`src/rtl/hazard_pkg.sv`:
```
// ---------------------------------------------------------------------------
// hazard_pkg
// Shared constants for the hazard scoreboard and its users.
//   - Default register-file geometry (NREG_DEF, AW_DEF) and maximum latency.
//   - Producer latencies as seen by the scoreboard. An ALU result is covered
//     by forwarding, so it reserves nothing. Longer producers reserve their
//     destination for the given number of cycles.
//   - ZERO_REG is the hard-wired zero register, which is never tracked.
// ---------------------------------------------------------------------------
package hazard_pkg;

    localparam int NREG_DEF    = 32;
    localparam int AW_DEF      = 5;
    localparam int MAX_LAT_DEF = 7;

    localparam int LAT_ALU  = 0;
    localparam int LAT_LOAD = 1;
    localparam int LAT_MUL  = 3;
    localparam int LAT_DIV  = MAX_LAT_DEF;

    localparam int ZERO_REG = 0;

endpackage

```
`src/rtl/sb_counter.sv`:
```
// ---------------------------------------------------------------------------
// sb_counter
// Latency countdown for one architectural register.
// The count falls by one each cycle until it reaches zero. A reservation
// loads the larger of the decremented count and the requested latency. The
// requested latency is first clipped to MAX_LAT.
// Ports:
//   clk        clock
//   rst_async  asynchronous active-high reset, clears the countdown
//   reserve    an issuing instruction writes this register this cycle
//   lat        requested latency of that producer (0 = no reservation)
//   busy       countdown is non-zero, so the value is not yet forwardable
// ---------------------------------------------------------------------------
module sb_counter #(
    parameter int CW      = 3,
    parameter int MAX_LAT = 7
) (
    input  logic          clk,
    input  logic          rst_async,
    input  logic          reserve,
    input  logic [CW-1:0] lat,
    output logic          busy
);

    localparam logic [CW-1:0] LAT_CAP = CW'(MAX_LAT);

    logic [CW-1:0] cnt;
    logic [CW-1:0] dec;
    logic [CW-1:0] lat_eff;
    logic [CW-1:0] cnt_next;

    // Taking the max keeps the register busy until the slowest of two
    // overlapping writers (WAW) is ready. A zero latency therefore leaves
    // the countdown untouched.
    always_comb begin
        dec      = (cnt != '0) ? (cnt - CW'(1)) : '0;
        lat_eff  = (lat > LAT_CAP) ? LAT_CAP : lat;
        cnt_next = dec;
        if (reserve && (lat_eff > dec)) begin
            cnt_next = lat_eff;
        end
    end

    always_ff @(posedge clk or posedge rst_async) begin
        if (rst_async) begin
            cnt <= '0;
        end else begin
            cnt <= cnt_next;
        end
    end

    assign busy = (cnt != '0);

endmodule

```
`src/rtl/hazard_scoreboard.sv`:
```
// ---------------------------------------------------------------------------
// hazard_scoreboard
// Sits beside ID/EX issue and tracks in-flight register writes with one
// countdown per register. It stalls the instruction in ID until every source
// operand it reads is forwardable. It also counts stalled cycles in a
// saturating statistic.
// Ports:
//   clk, rst_async  clock and asynchronous active-high reset
//   src_valid       per-source "operand is read" flags of the ID instruction
//   src_addr        packed source addresses; source i in [i*AW +: AW]
//   issue_valid     ID instruction requests to issue
//   issue_we        it writes a destination register
//   issue_rd        its destination register
//   issue_lat       cycles until its result is forwardable (0 = none)
//   flush           kill this cycle's issue (no reservation is made)
//   stall           hold PC/IF/ID and bubble EX
//   busy            per-register "reservation outstanding" flags
//   stall_count     saturating count of cycles with stall = 1
//   clr_stats       synchronous clear of stall_count (wins over increment)
// ---------------------------------------------------------------------------
module hazard_scoreboard
    import hazard_pkg::*;
#(
    parameter int NREG    = NREG_DEF,
    parameter int AW      = AW_DEF,
    parameter int NSRC    = 2,
    parameter int MAX_LAT = MAX_LAT_DEF,
    parameter int CW      = 3,
    parameter int SW      = 16
) (
    input  logic             clk,
    input  logic             rst_async,
    input  logic [NSRC-1:0]  src_valid,
    input  logic [NSRC*AW-1:0] src_addr,
    input  logic             issue_valid,
    input  logic             issue_we,
    input  logic [AW-1:0]    issue_rd,
    input  logic [CW-1:0]    issue_lat,
    input  logic             flush,
    output logic             stall,
    output logic [NREG-1:0]  busy,
    output logic [SW-1:0]    stall_count,
    input  logic             clr_stats
);

    logic issue_fire;

    // A source stalls only while its producer's countdown is non-zero.
    // Reads see the countdowns from before this cycle's update, so an
    // instruction never stalls on its own reservation.
    always_comb begin
        stall = 1'b0;
        for (int i = 0; i < NSRC; i++) begin
            if (src_valid[i] &&
                (src_addr[i*AW +: AW] != AW'(ZERO_REG)) &&
                busy[src_addr[i*AW +: AW]]) begin
                stall = 1'b1;
            end
        end
    end

    assign issue_fire = issue_valid && !stall && !flush;

    // Register 0 is hard-wired zero and never tracked.
    assign busy[0] = 1'b0;

    for (genvar r = 1; r < NREG; r++) begin : g_reg
        logic reserve;

        assign reserve = issue_fire && issue_we && (issue_rd == AW'(r));

        sb_counter #(
            .CW      (CW),
            .MAX_LAT (MAX_LAT)
        ) u_cnt (
            .clk       (clk),
            .rst_async (rst_async),
            .reserve   (reserve),
            .lat       (issue_lat),
            .busy      (busy[r])
        );
    end

    // Stall statistic: the clear has priority, and the count holds at all-ones.
    always_ff @(posedge clk or posedge rst_async) begin
        if (rst_async) begin
            stall_count <= '0;
        end else if (clr_stats) begin
            stall_count <= '0;
        end else if (stall && (stall_count != {SW{1'b1}})) begin
            stall_count <= stall_count + SW'(1);
        end
    end

endmodule

```
`config.mk`:
```
export PLATFORM = sky130hd
export DESIGN_NAME = hazard_scoreboard
export DESIGN_NICKNAME = d
export VERILOG_FILES = /design/src/rtl/hazard_pkg.sv /design/src/rtl/sb_counter.sv /design/src/rtl/hazard_scoreboard.sv
export SDC_FILE = /design/constraint.sdc
export NUM_CORES = 1
export LEC_CHECK = 0
export ABC_AREA = 1
export CAP_MARGIN = 10
export CORE_AREA = 2 2 142 144
export CTS_BUF_LIST = sky130_fd_sc_hd__clkbuf_2
export CTS_CLUSTER_SIZE = 12
export DETAILED_ROUTE_END_ITERATION = 8
export DIE_AREA = 0 0 144 146
export PLACE_DENSITY = 0.8
export RECOVER_POWER = 50
export SYNTH_ARGS = -nofsm -noshare
export SYNTH_HDL_FRONTEND = slang
export SYNTH_HIERARCHICAL = 1
export SYNTH_SLANG_ARGS = --single-unit
```
`constraint.sdc`:
```
create_clock -name clk -period 2.89 [get_ports clk]
set_input_delay 0.578 -clock clk [delete_from_list [all_inputs] [get_ports clk]]
set_output_delay 0.578 -clock clk [all_outputs]
set_load 0.005 [all_outputs]
```
==> results.ini <==
[status]
violations=max-capacitance violations, max-slew violations, negative setup slack
status=complete, but fails checks

[final_layout]
nNetsFinal=1815
post-route-util_pct=62.0
flow.area_growth_from_synthesis_pct=14.1
multiInputGateArea_um2=6160
fillers=1731
drive_above_1_share_pct=16.9
regArea_um2=2730

[place]
numPortBuffers=73
hpwl_um=18800
place.gp.congestion=0.914

[routing]
dr.pass1.iters=5
wl_per_cell_um=13.1
drc=0
viasPerCell=5.09
drtIter0Drc=567
ant_nets=0
vias=9697
finalWirelength_um=25000

[job]
cap_violations=1

[sta]
hold_viol=0
setup-violations-final=1
tightest_slew_ns=2.03
tns_ns=-0.0369
finalCriticalPeriod_ns=2.93
clock.fmax_mhz=342
relSlewSlack_pct=-35.1
rsz0062_at_grt=yes
skew_ns=0.0437
finalMaxSlewViolations=32
period_share_pct=101
finalWorstSetupSlack_ns=-0.0369

[worst_hold_path]
worstHoldStart=issue_lat[1]
hold_path.class=in2reg

[clock_network]
cts_tree=yes
htree_levels=3
clk_pin_slew_worst_paths_ns=0.34
cts.sinks=109
clk_latency_ns=0.67
clock-root-buffer=clkbuf_2
cts_buffer_depth=2
holdBufCountCts=0
cts_made_buffers=9

[global_routing]
busiest_layer=met2
grtUsageMet1_pct=28.6
grt_start_max_net_pins=63
grt.overflow.total=0
use_met2_pct=43.6
grtUsageMet3_pct=3.32
grt_usage_pct=24.1
grt_pass1_vias=9296
grt_pass1_wl_um=41200
grt_antenna_before_repair=2

[yosys]
synth-async-reset-ratio_pct=100
yosysSeqAreaShare_pct=26.0
syn-num-nets=1737
synthesis.area_um2=10500
yosysUniqueCellTypes=35
synth_cells=1555
ys.warnings.count=6
ys_ff_latch=109
avgSynthCellArea_um2=6.76
synth_edf_count=0
synth_ff_type=dfrtp_1

[pwr]
power_per_cell_area_nw_per_um2=321
p_leak_uw=0.00687
peakVddDrop_mv=0.220

[floorplanning]
rows=51
io_pins=75
die_area_um2=21000
core_um2=19300
die_h_um=146
start_util_pct=54.3
fp.dieW_um=144

[setup_path]
cp-end-kind=output port
required_ns=2.31
timing.rr.start=g_reg[3].u_cnt/cnt[0]
start_kind=flop
crit_path_start=g_reg[17].u_cnt/cnt[2]
cp.arrival_ns=2.35
cp_max_fo=2
critical_path_class=reg2out

-- repair_timing --
| action | in CTS | in global routing |
|---|---|---|
| pin swaps | 19 | 21 |
| setup endpoints to repair | 1 | 3 |
| gates resized for setup | 26 | 12 |
| buffers inserted | 34 | 10 |
-- stage by stage --
stage / setup WS (ns) / cells / hold slack [ns] / total power (µW) / area [µm²]
final: -0.0369 / 1904 / 0.394 / 3850 / 12000
after floorplan: 0.650 / 1555 / 0.332 / 2510 / 10500
after detailed placement: -0.155 / 1843 / 0.548 / 3010 / 11500
after global placement: -0.132 / 1843 / 0.539 / 2970 / 11500
after CTS: -0.0422 / 1892 / 0.337 / 3820 / 11900
after global routing: -0.271 / 1904 / 0.350 / 4120 / 12000
-- flip-flops by register name, indices dropped and copies added (netlist names) --
name	flops
g.u_cnt/cnt	93
stall_count	16
-- cell usage after synthesis, types with 11 or more instances --
master | count | area share (%)
nor3_2 | 13 | 1.2
ha_1 | 156 | 19
nand4_1 | 17 | 1.0
o21ai_2 | 31 | 2.6
clkbuf_1 | 64 | 2.3
a21oi_1 | 36 | 1.7
nor3_1 | 11 | 0.52
nand2_1 | 375 | 13
nand3_1 | 211 | 10
nor2_2 | 32 | 1.9
dfrtp_1 | 109 | 26
nor2_1 | 64 | 2.3
nand2_2 | 33 | 2.0
inv_1 | 313 | 11
inv_2 | 37 | 1.3
-- cells in the final DEF (no fill, tap or decap), drive strengths merged, types with 9 or more instances in the layout --
cell type / instances
buf: 75
nor3: 25
dfrtp: 109
dlygate4sd3: 12
nor2: 96
ha: 156
a21oi: 36
nand3: 215
clkbuf: 10
inv: 353
nand2: 410
clkdlybuf4s50: 57
xor2: 9
o21ai: 38
nand4: 19
-- metal layers --
layer,wire length [µm],vias to the layer above
li1,-,4914
met1,10500,4511
met2,12700,215
met3,1110,57
met4,739,0
met5,0,-
-- final cells by class --
| type | instances | area share (%) |
|---|---|---|
| clock inverter | 6 | 0.470 |
| clock buffer | 9 | 0.376 |
| inverter | 350 | 11.0 |
| sequential | 109 | 22.8 |
| timing repair buffer | 145 | 11.2 |
| antenna | 2 | 0.0418 |
| multi-input combinational | 1018 | 51.4 |
| tap | 265 | 2.77 |
-- path summary, 6_finish.rpt --
check                                          to  slack [ns]  cells past startpoint
max in group asynchronous   g_reg[1].u_cnt/cnt[1]        1.26                      3
setup / recovery                            stall       -0.04                     12
min in group asynchronous          stall_count[6]        0.56                      2
hold reg to reg                    stall_count[1]        0.59                      2
setup reg to reg           g_reg[23].u_cnt/cnt[1]        0.27                     21
hold / removal              g_reg[8].u_cnt/cnt[1]        0.39                      3
-- critical path: stages (launching register included) --
cell	delay (ns)
dfrtp_1	0.44
inv_1	0.08
ha_1	0.21
inv_1	0.09
inv_1	0.10
nand2_1	0.07
nand3_1	0.06
a21oi_1	0.17
nor2_2	0.04
nand2_1	0.07
nand3_2	0.12
nand2_4	0.13
buf_6	0.10
-- kinds of logic after synthesis --
logic type,synth area share (%)
compound gates,5.35
xor+xnor,0.750
fa+ha+maj,18.6
buf+inv,15.7
flops,26.0
other cells,0.0357
simple gates,33.7
-- power breakdown --
group | leakage [µW] | switching [µW] | internal, µW | total (µW)
clock | 0.0000624 | 561 | 129 | 690
combinational | 0.00529 | 861 | 625 | 1490
sequential | 0.00152 | 67.6 | 1610 | 1680
total | 0.00687 | 1490 | 2360 | 3850
(Power assumes the default switching activity.)
==> RTL edit 1 (same flow settings) <==
Reset style: synchronous (`rst_async`), changed in 2 clocked blocks. Comments in the files are not updated.
--- a/src/rtl/sb_counter.sv
+++ b/src/rtl/sb_counter.sv
@@ -41,7 +41,7 @@
         end
     end
 
-    always_ff @(posedge clk or posedge rst_async) begin
+    always_ff @(posedge clk) begin
         if (rst_async) begin
             cnt <= '0;
         end else begin
--- a/src/rtl/hazard_scoreboard.sv
+++ b/src/rtl/hazard_scoreboard.sv
@@ -82,7 +82,7 @@
     end
 
     // Stall statistic: the clear has priority, and the count holds at all-ones.
-    always_ff @(posedge clk or posedge rst_async) begin
+    always_ff @(posedge clk) begin
         if (rst_async) begin
             stall_count <= '0;
         end else if (clr_stats) begin
Check against the original RTL: differs if rst_async is asserted again (counterexample within 4 cycles, from zero or initial values and one cycle with rst_async high); with rst_async held inactive, the same outputs for 4 cycles.
==> RTL edit 1 against the unedited design <==
- sequential cell count unchanged
- die area is the same
- final area is 2.7% higher
- clock skew up 12 ps
- synthesized area up 4.8%
- routed wire length rose by 1.5%
- setup slack improved by 84 ps
- register-to-register slack better by 20 ps
Power is not compared: it rests on default switching activity, and its combinational part moved more than twofold at a synthesized area within 25%.
==> RTL edit 1: results <==
export IMPL_holdWs_ps=432
export IMPL_wl_per_cell_um=11.5
export IMPL_rrSetupSlack_ps=290
export IMPL_startpoint="g_reg[16].u_cnt/cnt[1]"
export IMPL_fin_nets=2111
export IMPL_grt_pass1_vias=10000
export IMPL_buffers=110
export IMPL_inv_count=441
export IMPL_synthCells=1885
export IMPL_synthArstFlopShare_pct=0
export IMPL_synthToLayoutAreaGrowth_pct=11.8
export IMPL_comb_multi_input_count=1258
export IMPL_clock_skew_ps=55.5
export IMPL_grt_pass1_wl_um=42200
export IMPL_yosysSeqAreaShare_pct=19.8
export IMPL_setup_ws_ps=47.0
export IMPL_rr_startpoint="g_reg[22].u_cnt/cnt[1]"
export IMPL_synthTopCellsByArea="dfxtp_1, ha_1, inv_1, nand2_1, nor2_1"
export IMPL_whs_endpoint="g_reg[8].u_cnt/cnt[2]"
export IMPL_dpl_hpwl_um=19600
export IMPL_yosys_top_cells_count="inv_1, nand2_1, nor2_1, nand3_1, ha_1"
export IMPL_cts_setup_buffers=5
export IMPL_nFillCells=1773
export IMPL_antenna_diode_count=1
export IMPL_n_sequential_cell=109
export IMPL_hold_depth=6
export IMPL_status="complete, no violations"
export IMPL_syn_num_nets=2067
export IMPL_worst_path_max_delay_cell="dfxtp_1"
export IMPL_reg2reg_to="g_reg[3].u_cnt/cnt[0]"
export IMPL_clock_cell_area_share_pct=0.915
export IMPL_min_from="issue_lat[2]"
export IMPL_crit_arrival_ps=2270
export IMPL_place_gp_congestion=0.922
RTL edit 1: changes by cell type in the layout (fill, tap and decap cells not counted), moves of 15 or more:
cell and delta:
nand3_1 -25, nand4_1 -15, a21oi_1 -20, nand3b_1 +32
nor2_1 +294, dfxtp_1 +57, buf_4 -35, dfrtp_1 -109
nand2_1 +25, nand2_2 -33, inv_1 +112, inv_2 -23
dfxtp_2 +51
RTL edit 1: metal layers:
metal	share of wire, %	wire [um]	up-vias	track usage (%)
li1	-	-	5660	-
met1	44	11100	4681	28.4
met2	48	12200	209	43.0
met3	5.7	1450	47	5.26
met4	2.8	701	0	9.61
met5	0	0	-	0
RTL edit 1: logic make-up after synthesis:
kind of cell	Yosys count	synth area share (%)
adder cells (fa/ha/maj)	156	17.7
flip-flops	109	19.8
AND/OR/NAND/NOR	1040	40.4
AO/OA/AOI/OAI	58	3.82
buffers and inverters	518	18.0
other	1	0.0340
XOR/XNOR	3	0.239
==> RTL edit 2 (same flow settings) <==
Made on the original files. `MAX_LAT_DEF`: 7 -> 4.
--- a/src/rtl/hazard_pkg.sv
+++ b/src/rtl/hazard_pkg.sv
@@ -11,7 +11,7 @@
 
     localparam int NREG_DEF    = 32;
     localparam int AW_DEF      = 5;
-    localparam int MAX_LAT_DEF = 7;
+    localparam int MAX_LAT_DEF = 4;
 
     localparam int LAT_ALU  = 0;
     localparam int LAT_LOAD = 1;
Check against the original RTL: not equivalent (Yosys sat finds a counterexample within 10 cycles, from zero or initial values and one cycle with rst_async high).
==> RTL edit 2 against the unedited design <==
- the flow finishes with violations (max-capacitance violations, max-slew violations)
- clock power is 2% higher
- first-iteration DRC count is 10% lower
- total power fell by 0.87%
- non-clock buffer count fell by 1
- routed wire length up 3.9%
- sequential cell count unchanged
- synthesized area grew 8.5%
- final area is 8.6% higher
- setup slack better by 40 ps
- critical path type unchanged
==> RTL edit 2: results <==
export IMPL_min_from="issue_lat[2]"
export IMPL_synthCells=1741
export IMPL_comb_multi_input_count=1142
export IMPL_whs_endpoint="g_reg[10].u_cnt/cnt[2]"
export IMPL_vias=10500
export IMPL_area_sequential_um2=2730
export IMPL_leakage_nw=7.51
export IMPL_place_gp_congestion=0.938
export IMPL_drt_iter0_drc=508
export IMPL_met3_usage_pct=3.09
export IMPL_post_route_util_pct=67.3
export IMPL_clock_skew_ps=58.1
export IMPL_fin_nets=2031
export IMPL_track_usage_pct=25.9
export IMPL_routed_wl_um=26000
export IMPL_instances_no_fill=2121
export IMPL_pwr_share_seq_pct=43.1
export IMPL_placed_area_um2=12500
export IMPL_swShare_pct=38.7
export IMPL_rr_startpoint="g_reg[6].u_cnt/cnt[0]"
export IMPL_syn_num_nets=1923
export IMPL_yosys_top_cells_count="inv_1, nand2_1, nand3_1, nor2_1, ha_1"
export IMPL_drive_above_1_share_pct=20.0
export IMPL_antenna_found_initial=1
export IMPL_reg2reg_to="g_reg[24].u_cnt/cnt[0]"
export IMPL_maxSlewViolCount=32
export IMPL_routed_wl_met3_um=1020
export IMPL_synth_cell_types=36
export IMPL_crit_arrival_ps=2310
export IMPL_holdWs_ps=359
export IMPL_grtUsageMet2_pct=46.0
export IMPL_hold_depth=4
export IMPL_cpPeakStageDelay_ps=460
export IMPL_wl_met1_um=11300
export IMPL_yosysSeqAreaShare_pct=23.9
export IMPL_buf_share_pct=10.3
export IMPL_gr_usage_met1_pct=31.4
export IMPL_violations="max-capacitance violations, max-slew violations"
export IMPL_reg2reg_depth=22
export IMPL_synthTopCellsByArea="dfrtp_1, ha_1, inv_1, nand2_1, nand3_1"
export IMPL_rrSetupSlack_ps=230
export IMPL_cap_violations=1
export IMPL_buffers=144
export IMPL_status="finished with violations"
export IMPL_grt_pass1_wl_um=44400
export IMPL_nFillCells=1656
## RTL edit 2: cell types whose count changed in the layout (fill, tap and decap cells not counted), sizes merged
cell | unedited run | this run
dlygate4sd3 | 12 | 17
nor2 | 96 | 220
inv | 353 | 447
clkdlybuf4s50 | 57 | 52
buf | 75 | 74
## RTL edit 2: cells by family (layout without fill, tap and decap cells)
logic type / Yosys count / count (layout) / synth area share (%)
AOI/OAI and AO/OA: 84 / 84 / 5.95
other: 1 / 3 / 0.0329
buffers and inverters: 490 / 603 / 16.5
adders and majority gates: 156 / 156 / 17.1
and+or+nand+nor: 892 / 892 / 35.8
xor gates and xnor gates: 9 / 9 / 0.692
DFF: 109 / 109 / 23.9
## RTL edit 2: tightest hold or removal path, stage by stage
cell and delay (ps):
buf_4 140, buf_12 180, nand3_1 110, nand2_1 50
## RTL edit 2: worst max path at each step
stage | start | endpoint | slack (ps) | depth (start not counted)
after global routing | g_reg[3].u_cnt/cnt[1] | stall | -210 | 14
after global placement | src_addr[0] | stall | -120 | 13
final | g_reg[6].u_cnt/cnt[0] | stall | 3 | 14
after floorplan | src_addr[5] | stall | 650 | 10
after CTS | g_reg[5].u_cnt/cnt[0] | stall | -60 | 14
after detailed placement | src_addr[5] | stall | -120 | 11
## RTL edit 2: timing repair
item                                    4_1_cts  5_1_grt
endpoints found under the setup margin        1       15
resized for setup                            30       14
pin swaps                                    26       16
buffers inserted                             39        6
cloned                                        0        0
endpoints found under the hold margin         0        0
## RTL edit 2: through the flow
step / setup slack [ps] / setup TNS [ps]
5_1_grt: -211 / -294
2_1_floorplan: 650 / 0
3_5_place_dp: -118 / -743
6_report: 3.32 / 0
3_3_place_gp: -118 / -334
4_1_cts: -56.2 / -56.2
